===== src/rtl/dac_ctrl_pkg.sv =====
// Shared timing constants and types for the Digilent-style two-channel DAC controller.
// Optional feature: define DAC_CTRL_SIGNED_EN to convert two's complement samples to offset binary.
package dac_ctrl_pkg;

  localparam int CNT_W     = 10;
  localparam int FRAME_LEN = 1024;
  localparam int BIT_CLKS  = 16;
  localparam int NUM_BITS  = 32;
  localparam int LD_START  = 520;
  localparam int LD_LEN    = 16;
  localparam int SAMPLE_W  = 16;
  localparam int BIT_W     = $clog2(BIT_CLKS);

  typedef logic [CNT_W-1:0]    cnt_t;
  typedef logic [SAMPLE_W-1:0] sample_t;

  localparam cnt_t CNT_LAST = cnt_t'(FRAME_LEN - 1);
  localparam cnt_t BIT_END  = cnt_t'(BIT_CLKS * NUM_BITS);
  localparam cnt_t LD_FIRST = cnt_t'(LD_START);
  localparam cnt_t LD_END   = cnt_t'(LD_START + LD_LEN);

  // Enables decoded by the timer; sck/ld/next/bit_phase describe the upcoming count.
  typedef struct packed {
    logic load;
    logic shift;
    logic bit_phase;
    logic sck;
    logic ld;
    logic next;
  } timer_dec_t;

  function automatic sample_t to_dac_code(input sample_t s);
`ifdef DAC_CTRL_SIGNED_EN
    return s ^ sample_t'(16'h8000);
`else
    return s;
`endif
  endfunction

endpackage


===== src/rtl/dac_ctrl_timer.sv =====
// Free-running 1024-clock frame counter and decode of the per-frame enables.
// Output-related enables are decoded from the next count so the top-level flops line up with cnt.
module dac_ctrl_timer
  import dac_ctrl_pkg::*;
(
  input  logic       clk,
  input  logic       reset,
  output timer_dec_t dec
);

  cnt_t cnt;
  cnt_t cnt_nxt;

  assign cnt_nxt = cnt + cnt_t'(1);

  // Resetting to the last count makes the first edge after reset a load edge.
  always_ff @(posedge clk or posedge reset) begin
    if (reset) begin
      cnt <= CNT_LAST;
    end else begin
      // NOTE: sequential state uses non-blocking assignments so every flop sees pre-edge values.
      cnt <= cnt_nxt;
    end
  end

  always_comb begin
    // NOTE: default every field first so no path leaves a value unassigned (no latch).
    dec           = '0;
    dec.load      = (cnt == CNT_LAST);
    dec.shift     = (cnt[BIT_W-1:0] == '1) && (cnt < BIT_END);
    dec.bit_phase = (cnt_nxt < BIT_END);
    dec.sck       = dec.bit_phase && cnt_nxt[BIT_W-1];
    dec.ld        = (cnt_nxt >= LD_FIRST) && (cnt_nxt < LD_END);
    dec.next      = (cnt_nxt == '0);
  end

endmodule


===== src/rtl/dac_digilent_ctrl.sv =====
// Serial controller for a two-channel 16-bit DAC: one L/R pair per 1024-clock frame, MSB first.
// Define DAC_CTRL_SIGNED_EN to invert sample bit 15 at load (two's complement to offset binary).
module dac_digilent_ctrl
  import dac_ctrl_pkg::*;
(
  input  logic                clk,
  input  logic                reset,
  input  logic [SAMPLE_W-1:0] sample_l,
  input  logic [SAMPLE_W-1:0] sample_r,
  output logic                next,
  output logic                sck,
  output logic                sdi,
  output logic                ld
);

  timer_dec_t dec;
  logic [NUM_BITS-1:0] sh;
  logic [NUM_BITS-1:0] sh_nxt;

  dac_ctrl_timer u_timer (
    .clk   (clk),
    .reset (reset),
    .dec   (dec)
  );

  always_comb begin
    sh_nxt = sh;
    if (dec.load) begin
      sh_nxt = {to_dac_code(sample_l), to_dac_code(sample_r)};
    end else if (dec.shift) begin
      sh_nxt = {sh[NUM_BITS-2:0], 1'b0};
    end
  end

  // sdi is taken from sh_nxt so the freshly loaded MSB is on the line in the cycle after load.
  always_ff @(posedge clk or posedge reset) begin
    if (reset) begin
      sh   <= '0;
      sdi  <= 1'b0;
      sck  <= 1'b0;
      ld   <= 1'b0;
      next <= 1'b0;
    end else begin
      sh   <= sh_nxt;
      sdi  <= dec.bit_phase && sh_nxt[NUM_BITS-1];
      sck  <= dec.sck;
      ld   <= dec.ld;
      next <= dec.next;
    end
  end

endmodule


===== config.mk =====
export PLATFORM = sky130hd
export DESIGN_NAME = dac_digilent_ctrl
export DESIGN_NICKNAME = d
export VERILOG_FILES = /design/src/rtl/dac_ctrl_pkg.sv /design/src/rtl/dac_ctrl_timer.sv /design/src/rtl/dac_digilent_ctrl.sv
export SDC_FILE = /design/constraint.sdc
export NUM_CORES = 1
export LEC_CHECK = 0
export CORE_MARGIN = 3
export CORE_UTILIZATION = 40
export CTS_CLUSTER_DIAMETER = 40
export DETAILED_ROUTE_END_ITERATION = 7
export PLACE_DENSITY = 0.66
export RECOVER_POWER = 50
export SYNTH_ARGS = -nofsm -noshare
export SYNTH_HDL_FRONTEND = slang
export SYNTH_SLANG_ARGS = --single-unit

===== constraint.sdc =====
create_clock -name clk -period 1.7 [get_ports clk]
set_input_delay 0.255 -clock clk [delete_from_list [all_inputs] [get_ports clk]]
set_output_delay 0.255 -clock clk [all_outputs]
set_load 0.1 [all_outputs]

## Yosys cells after proc, flatten, opt, wreduce, memory -nomap -nowiden

Cells that the tools add are included.

- Add/sub/neg operators: 1
- $lt $le $gt $ge: 4
- Equality and inequality tests: 2
- Mux-type cells: 2
- Reduce and logical (&&, ||, !) cells: 6

Operator list:

| cell | count |
|---|---|
| 32-bit two-way mux | 2 |
| 10-bit < comparator (second input constant) | 3 |
| 10-bit by 1-bit adder with 10-bit output (second input constant) | 1 |
| 10-bit == test (second input constant) | 1 |
| 10-bit greater-or-equal comparator (second input constant) | 1 |
| 10-bit zero test | 1 |
| 4-bit == test (second input constant) | 1 |
| 1-bit logical AND | 4 |
| 2-bit nonzero test | 1 |

- Flip-flop bits (word level): 46
- Input port bits: 34
- Word-level logic and storage cells: 22

## Longest topological paths before layout

Gate-level depths: netlist of the first run.

- Depth in word-level cells: 5
- Mapped depth: 8

## Hierarchy

Synthesis of the first run repeated with hierarchy kept, for this count alone.

- Cells, all modules: 199
- Area total of the unflattened synthesis: 2199.6 um^2

By module, submodules not included:

| module | instances | cells an instance | area each (um^2) |
|---|---|---|---|
| dac_digilent_ctrl | 1 | 146 | 1635.3 |
| dac_ctrl_timer | 1 | 53 | 564.3 |

## Least setup slack after synthesis of the first run

OpenSTA, ideal clock, no wires.

- Path kind: flip-flop to flip-flop
- Start point: reg u_timer.cnt[0]
- End point: reg sh[10]
- Library setup time: 0.124 ns
- Arrival time: 1.519 ns
- Data required time: 1.576 ns
- Path slack: 0.057 ns
- Cell stages (with the launch flop): 9
- Period minus slack after synthesis: 1.643 ns
- Cells stage by stage: dfstp_2 ha_1 and2_1 buf_2 and3_1 buf_2 buf_2 a22oi_1 nand2_1

- Word-level cells in the longest chain between the ends: 3
- Elaborated cells between the ends (all ways): 6
- Those cells by class: order compare (1); eq/ne (2); mux (1); reduce/logical (2)

RTL lines:

| element | line | RTL |
|---|---|---|
| start: declaration | dac_ctrl_timer.sv:11 | `cnt_t cnt;` |
| start signal: assignment | dac_ctrl_timer.sv:22 | `cnt <= cnt_nxt;` |
| 10-bit < comparator or 4-bit == test (tied branches) | dac_ctrl_timer.sv:30 | `dec.shift = (cnt[BIT_W-1:0] == '1) && (cnt < BIT_END);` |
| 1-bit logical AND | dac_ctrl_timer.sv:30 |  |
| 2-bit nonzero test (no line) | n/a |  |
| end signal: assignment | dac_digilent_ctrl.sv:44 | `sh <= sh_nxt;` |
| end: declaration | dac_digilent_ctrl.sv:17 | `logic [NUM_BITS-1:0] sh;` |

Several ways; a longest one is shown, not always the timed one.
A chain may end at the register's enable or synchronous reset.

==> results of run 1 <==
## worst min-delay path, stage by stage, from the launching register on
cell and delay [ns]:
dfrtp_1 0.35, nand2_1 0.05, nand2_1 0.05
## state kept, by name, summed over array words and instances (netlist names)
| register | cells |
|---|---|
| sdi | 1 |
| next | 1 |
| sck | 1 |
| sh | 32 |
| u_timer.cnt | 10 |
| ld | 1 |
## stage by stage
step / cell area [um2] / utilization [%] / total power [uW] / setup slack [ns] / hold slack (ns)
2_1_floorplan: 2040 / - / 1130 / 0.0569 / 0.377
6_report: 2690 / 55.8 / 2000 / 0.0508 / 0.482
3_3_place_gp: 2580 / 53.5 / 1220 / 0.0726 / 0.458
5_1_grt: 2690 / 55.8 / 2090 / -0.0162 / 0.503
4_1_cts: 2690 / 55.8 / 2030 / 0.0178 / 0.299
3_5_place_dp: 2580 / 53.5 / 1220 / -0.0306 / 0.463
## metal layers
metal	GRT usage (%)	vias to the layer above	share of wire, %
met5	0	-	0
met4	4.27	0	1.3
met3	6.15	6	6.1
met2	21.8	33	45
met1	20.0	720	48
li1	-	776	-
## power by group
| part | switching [uW] | internal [uW] |
|---|---|---|
| sequential | 0 | 1090 |
| combinational | 32.4 | 66.8 |
| clock | 373 | 433 |
| total | 405 | 1590 |
## layout make-up
cell class	count	area (um2)
Inverter	3	11.3
Clock inverter	3	40.0
Sequential cell	46	1160
Tap cell	67	83.8
Multi-Input combinational cell	140	812
Timing Repair Buffer	47	508
Clock buffer	5	68.8
Fill cell	446	2130
## repair_timing
| item | 4_1_cts | 5_1_grt |
|---|---|---|
| setup endpoints to repair | 2 | 31 |
| cloned | 0 | 0 |
| resized for setup | 2 | 4 |
## Yosys cell counts
| cell type | instances |
|---|---|
| and4_1 | 1 |
| a311o_1 | 1 |
| and4b_1 | 1 |
| a22oi_1 | 30 |
| o21a_1 | 1 |
| or3_1 | 1 |
| and2_1 | 3 |
| nor3_1 | 3 |
| inv_1 | 3 |
| dfstp_2 | 10 |
| a31oi_1 | 2 |
| buf_2 | 8 |
| dfrtp_1 | 36 |
| a2111oi_0 | 1 |
| o21ai_1 | 2 |
| and3_1 | 5 |
| buf_6 | 1 |
| nand3_1 | 5 |
| clkbuf_1 | 4 |
| mux2i_1 | 1 |
| ha_1 | 1 |
| a211oi_2 | 1 |
| a21boi_1 | 1 |
| o21ai_0 | 3 |
| nand2_1 | 65 |
| buf_4 | 1 |
| nor2_1 | 1 |
| xor2_1 | 3 |
| nor4_1 | 1 |
| xnor2_1 | 6 |
| o211a_1 | 1 |
## worst paths after layout
path,start,endpoint,depth (start not counted)
worst min register to register,sh[14],sh[14],2
min in group asynchronous,reset,sh[19],3
worst max-delay path,u_timer.cnt[1],ld,5
worst max register to register,u_timer.cnt[1],ld,5
max in group asynchronous,reset,sh[31],3
worst min-delay path,sh[14],sh[14],2
## layout by cell type, fill, tap and decap left out, types with 2 or more instances in the layout
master and n:
buf_12 6, xnor2_1 6, clkinv_2 2, nand2_1 65
clkbuf_8 5, dfrtp_1 36, o21ai_1 2, nor3_1 3
inv_1 2, xor2_1 3, a22oi_1 30, clkdlybuf4s50_1 32
and3_1 4, o21ai_0 3, and2_1 2, nand3_1 5
buf_4 7, dfstp_2 10
## cells by family (layout without fill, tap and decap cells)
| group | after synthesis | after routing | share of synthesized area, % |
|---|---|---|---|
| AND/OR/NAND/NOR | 86 | 86 | 18.1 |
| flip-flops | 46 | 46 | 57.1 |
| AO/OA/AOI/OAI | 43 | 43 | 15.7 |
| buffers and inverters | 17 | 58 | 4.17 |
| XOR/XNOR | 9 | 9 | 3.87 |
| adder cells (fa/ha/maj) | 1 | 1 | 0.614 |
| multiplexers | 1 | 1 | 0.491 |
==> metrics.txt, run 1 <==
outcome complete, no violations; Nets 278; nature of the critical path startpoint register; Area contributors post-synth dfrtp_1, dfstp_2, nand2_1; Seq cells post-synth 46; Worst slew margin 27.2%; RSZ-0062 raised after global routing true; Clock Skews between 0.01 and 0.015 ns; layout cell share with drive strength beyond 1 15.6%; Worst Max-Slew Pin Slew around 1.1 ns; worst skew pair latency 0.31 ns; slowest stage cell, crit path dfstp_2; CP max stage delay 0.55 ns; R2R setup slack 0.05 ns; Core Region 0.00482 mm2; Max Clk Rate 606 MHz; number of remaining DRC errors 0; Required @ worst endpoint 1.91 ns; antenna violations before repair 0; clk slew on worst S/H paths about 0.08 ns; synthesized area 0.00204 mm2; 1st-pass router iterations 4; Final setup viols 0; setup_tns 0 ns; starting density of the core 42.3%; vias in the first global route 1506; CTS sink cnt 46; via count 1535; worst hold path class reg -> reg; Die Y about 77 um; first-pass GRT wire length 6970 um; Final Hold Fails 0; critical-path cell list ha_2, a21boi_1, xnor2_1, or3_1, a211oi_2; GPL Wtd Cong roughly 0.79; Rows 25; CP Max Fanout 4; peak supply drop 0.402 mV; Root Driver clkbuf_8; Ports 38; Max Slew Vio Count 0; Via-to-Cell Ratio 4.94; Cell Pwr Density ~740 mW/mm2; die width 77.4 um; top cell type's share of synthesized area 44.2%; largest net degree at the start of global routing 47; DP HPWL 2760 um; CP Class reg -> reg; TritonCTS Buffers 5; mean post-synth cell area 10.0 um2; maxcap violations 0; Static Leakage 0.00113 uW; total global-route track usage 14.8%; cell count after synthesis about 200; Min Clock Period, post-route 1.65 ns; buffer levels on the longest clock path 2; routed len/inst 13.1 um; fin crit share between 90% and 100%; Placed Cells 303; area leader, netlist dfrtp_1; CTS Hold Bufs 0; Arr. time, crit path ~1.9 ns; ant diodes 0; Worst Path Buf+Inv 0; cell family with most CP delay flip-flops; total gr overflow 0; Synthesis Warnings 0; register area share after synthesis a little under three fifths; # Post-CTS Setup Buffers 0; die area 0.00599 mm2; H-tree depth 2; final wirelength 4070 um; Worst setup EP type register; Area Growth Syn to Fin 31.9%; Finished Layout Cells 311; Synthesized Nets roughly 240; Yosys cell types 31; IO Port Bufs 37; DRT antenna net count 0; DR iter-0 viols 60; CTS tree yes
Note: power is estimated with default switching activity, not from simulation.
==> inputs of run 2 (changes only) <==
--- a/config.mk
+++ b/config.mk
@@ -11,6 +11,8 @@
 export DETAILED_ROUTE_END_ITERATION = 7
 export PLACE_DENSITY = 0.66
 export RECOVER_POWER = 50
+export SETUP_SLACK_MARGIN = 0.05
+export SKIP_CTS_REPAIR_TIMING = 1
 export SYNTH_ARGS = -nofsm -noshare
 export SYNTH_HDL_FRONTEND = slang
 export SYNTH_SLANG_ARGS = --single-unit
==> metrics.txt, run 2 (synthesis results as in run 1) <==
Die Y roughly 77 um; peak supply drop 0.402 mV; Min Clock Period, post-route 1.60 ns; largest net degree at the start of global routing 47; die width roughly 77 um; CP Class reg -> reg; via count about 1500; commonest non-fill, non-tap cell in the layout nand2_1; Clock Skews 0.0110 ns; Final Hold Fails 0; fin area approximately 0.0027 mm2; Required @ worst endpoint 1.92 ns; worst skew pair latency around 0.31 ns; TritonCTS Buffers 5; setup_tns 0 ns; layout cell share with drive strength beyond 1 between 15 and 20%; final wirelength 4120 um; Max Slew Vio Count 0; antenna violations before repair 0; placed inst area 0.00258 mm2; Largest register FFs 32; Rows 25; Worst setup EP type register; worst hold path class reg -> reg; total gr overflow 0; number of remaining DRC errors 0; Root Driver clkbuf_8; RSZ-0062 raised after global routing true; Placed Cells just over 300; routed len/inst 13.2 um; DP HPWL 2760 um; H-tree depth 2; GPL Wtd Cong 0.788; register bank with the most flops sh; IO Port Bufs 37; 1st-pass router iterations 4; Ports 38; R2R depth 4; Via-to-Cell Ratio approximately 4.9; die area 0.00599 mm2; Design Power 2000 uW; top flop regs sh x32, u_timer.cnt x10; DRT antenna net count 0; first-pass GRT wire length 7000 um; Area Growth Syn to Fin 34.0%; Static Leakage about 0.0011 uW; Final setup viols 0; CTS sink cnt 46; DR iter-0 viols 71; Finished Layout Cells about 310; Worst Max-Slew Pin Slew 1.09 ns; ant diodes 0; starting density of the core 42.3%; fin crit share a little over nine tenths; Max Clk Rate 626 MHz; Cell Pwr Density 734 mW/mm2; clk slew on worst S/H paths 0.08 ns; Nets 279; nature of the critical path startpoint register; Arr. time, crit path 1.81 ns; total global-route track usage between 10% and 20%; maxcap violations 0; Core Region 0.00482 mm2; CP Max Fanout 8; buffer levels on the longest clock path 2; vias in the first global route 1510; most frequent cells in the layout nand2_1, dfrtp_1, clkdlybuf4s50_1; outcome complete, no violations; Worst slew margin 27.5%; Min-Delay Path Depth 2; Fin Hold WS roughly 0.48 ns; CTS tree yes
run 2: cell types whose count changed in the layout (fill, tap and decap cells not counted), sizes merged:
| cell | before | now |
|---|---|---|
| buf | 13 | 14 |
| dlygate4sd3 | 1 | 0 |
| clkdlybuf4s50 | 32 | 33 |
run 2: per-layer routing:
layer  vias up  global-route usage, %  wire [um]  share of wire [%]
li1        778                      -          -                  -
met1       705                   20.0       1910                 46
met2        40                   21.9       1840                 45
met3         8                   6.15        301                7.3
met4         0                   4.27         66                1.6
met5         -                      0          0                  0
run 2: critical path, stage by stage (launching register included):
cell	delay (ns)
dfstp_2	0.61
a21boi_2	0.26
xnor2_1	0.08
or3_1	0.32
a211oi_2	0.24
run 2: stage by stage:
step,setup WS [ns],utilization (%)
2_1_floorplan,0.0569,-
3_3_place_gp,0.0726,53.5
3_5_place_dp,-0.0306,53.5
4_1_cts,-0.0371,55.8
5_1_grt,0.0325,56.7
6_report,0.104,56.7
run 2: layout make-up:
type	instances	area, um2
fillers	434	2090
flip-flops and latches	46	1160
clock inverters	3	40.0
clock buffers	5	68.8
repair buffers	48	519
inverters	3	11.3
well taps	67	83.8
multi-input cells	140	845
run 2: worst paths after layout:
check / start / to / slack, ns
worst max-delay path: u_timer.cnt[3] / ld / 0.10
worst min-delay path: sh[13] / sh[13] / 0.48
worst max register to register: u_timer.cnt[3] / ld / 0.10
worst min register to register: sh[13] / sh[13] / 0.48
max in group asynchronous: reset / sh[1] / 0.44
min in group asynchronous: reset / sh[19] / 0.59
run 2: where the power goes:
part | internal (uW) | total [uW] | switching [uW]
Clock | 433 | 810 | 378
Combinational | 67.3 | 99.7 | 32.4
Sequential | 1090 | 1090 | 0
==> inputs of run 3 (changes only) <==
--- a/config.mk
+++ b/config.mk
@@ -5,14 +5,16 @@
 export SDC_FILE = /design/constraint.sdc
 export NUM_CORES = 1
 export LEC_CHECK = 0
+export ABC_CLOCK_PERIOD_IN_PS = 1700
 export CORE_MARGIN = 3
 export CORE_UTILIZATION = 40
 export CTS_CLUSTER_DIAMETER = 40
 export DETAILED_ROUTE_END_ITERATION = 7
-export PLACE_DENSITY = 0.66
+export DONT_BUFFER_PORTS = 1
 export RECOVER_POWER = 50
 export SETUP_SLACK_MARGIN = 0.05
 export SKIP_CTS_REPAIR_TIMING = 1
 export SYNTH_ARGS = -nofsm -noshare
 export SYNTH_HDL_FRONTEND = slang
 export SYNTH_SLANG_ARGS = --single-unit
+export TNS_END_PERCENT = 50
==> metrics.txt, run 3 (synthesis results as in run 1) <==
outcome complete, no violations; GPL Wtd Cong 0.838; vias in the first global route 1420; worst hold path class in -> reg; Min Clock Period, post-route 1.60 ns; peak supply drop approximately 0.38 mV; R2R setup slack 0.10 ns; maxcap violations 0; DRT antenna net count 0; Max Slew Vio Count 0; CTS sink cnt 46; die width between 70 and 80 um; via count 1488; RSZ-0062 raised after global routing false; ant diodes 0; CP Max Fanout 8; IO Port Bufs 0; Largest register FFs 32; 1st-pass router iterations 4; Final setup viols 0; Ports 38; CP Class reg -> reg; Placed Cells ~270; Worst Max-Slew Pin Slew 0.858 ns; Nets 248; number of remaining DRC errors 0; total gr overflow 0; Required @ worst endpoint 1.91 ns; CTS tree yes; Die Y 77.4 um; Worst slew margin a little over two fifths; H-tree depth 2; commonest non-fill, non-tap cell in the layout nand2_1; Root Driver clkbuf_8; DP HPWL 2820 um; clk slew on worst S/H paths ~0.080 ns; starting density of the core 42.3%; buffer levels on the longest clock path 2; first-pass GRT wire length 6690 um; worst skew pair latency 0.29 ns; Core Region 0.00482 mm2; most frequent cells in the layout nand2_1, dfrtp_1, a22oi_1; top flop regs sh x32, u_timer.cnt x10; register bank with the most flops sh; Area Growth Syn to Fin 15.8%; setup_tns 0 ns; largest net degree at the start of global routing 31; Max Clk Rate 626 MHz; Place WS -0.0319 ns; Rows 25; DR iter-0 viols 77; fin crit share 94.0%; Clock Skews around 0.005 ns; Static Leakage 0.00101 uW; nature of the critical path startpoint register; setup ws final 0.102 ns; Fin Hold WS 0.0861 ns; layout cell share with drive strength beyond 1 between 10% and 20%; Via-to-Cell Ratio 5.30; Cell Pwr Density 826 mW/mm2; total global-route track usage 13.9%; Finished Layout Cells about 280; routed len/inst about 15 um; Worst setup EP type register; antenna violations before repair 0; final wirelength 4090 um; Arr. time, crit path 1.80 ns; Final Hold Fails 0; Design Power 1950 uW; critical-path cell list nand3_1, nor3_2, xnor2_1, inv_1, nor3_1; slowest stage cell, crit path dfstp_2; die area approximately 0.0060 mm2; CP max stage delay around 0.62 ns; TritonCTS Buffers 5
run 3: area by class of cell:
type / instances / area (um2)
clock buffers: 7 / 86.3
repair buffers: 17 / 163
inverters: 3 / 11.3
fillers: 461 / 2460
well taps: 67 / 83.8
multi-input cells: 140 / 823
clock inverters: 1 / 30.0
flip-flops and latches: 46 / 1160
run 3: path summary, 6_finish.rpt:
check | startpoint | endpoint | depth (start not counted)
hold reg to reg | sh[6] | sh[6] | 2
min in group asynchronous | reset | sh[13] | 2
hold / removal | sample_r[0] | sh[0] | 2
max in group asynchronous | reset | u_timer.cnt[3] | 3
setup / recovery | u_timer.cnt[3] | next | 5
setup reg to reg | u_timer.cnt[3] | next | 5
run 3: per-stage QoR:
step | area, um2 | util, %
2_1_floorplan | 2040 | -
3_3_place_gp | 2180 | 45.2
3_5_place_dp | 2180 | 45.2
4_1_cts | 2290 | 47.6
5_1_grt | 2360 | 49.0
6_report | 2360 | 49.0
run 3: worst max-delay path: cells and delay by family, from the launching register on:
family	cells	cell delay, ns
buf+inv	1	0.09
flops	1	0.62
xor+xnor	1	0.17
simple gates	3	0.63
run 3: per-layer routing:
layer / vias to the layer above / wire [um] / track usage, %
li1: 718 / - / -
met1: 726 / 1830 / 17.5
met2: 39 / 2010 / 22.2
met3: 5 / 215 / 4.64
met4: 0 / 39 / 5.34
met5: - / 0 / 0
run 3: power by group:
group	switching, uW	internal [uW]	leakage, uW
combinational	21.2	7.04	0.000506
clock	348	479	0.0000585
sequential	0	1090	0.000450
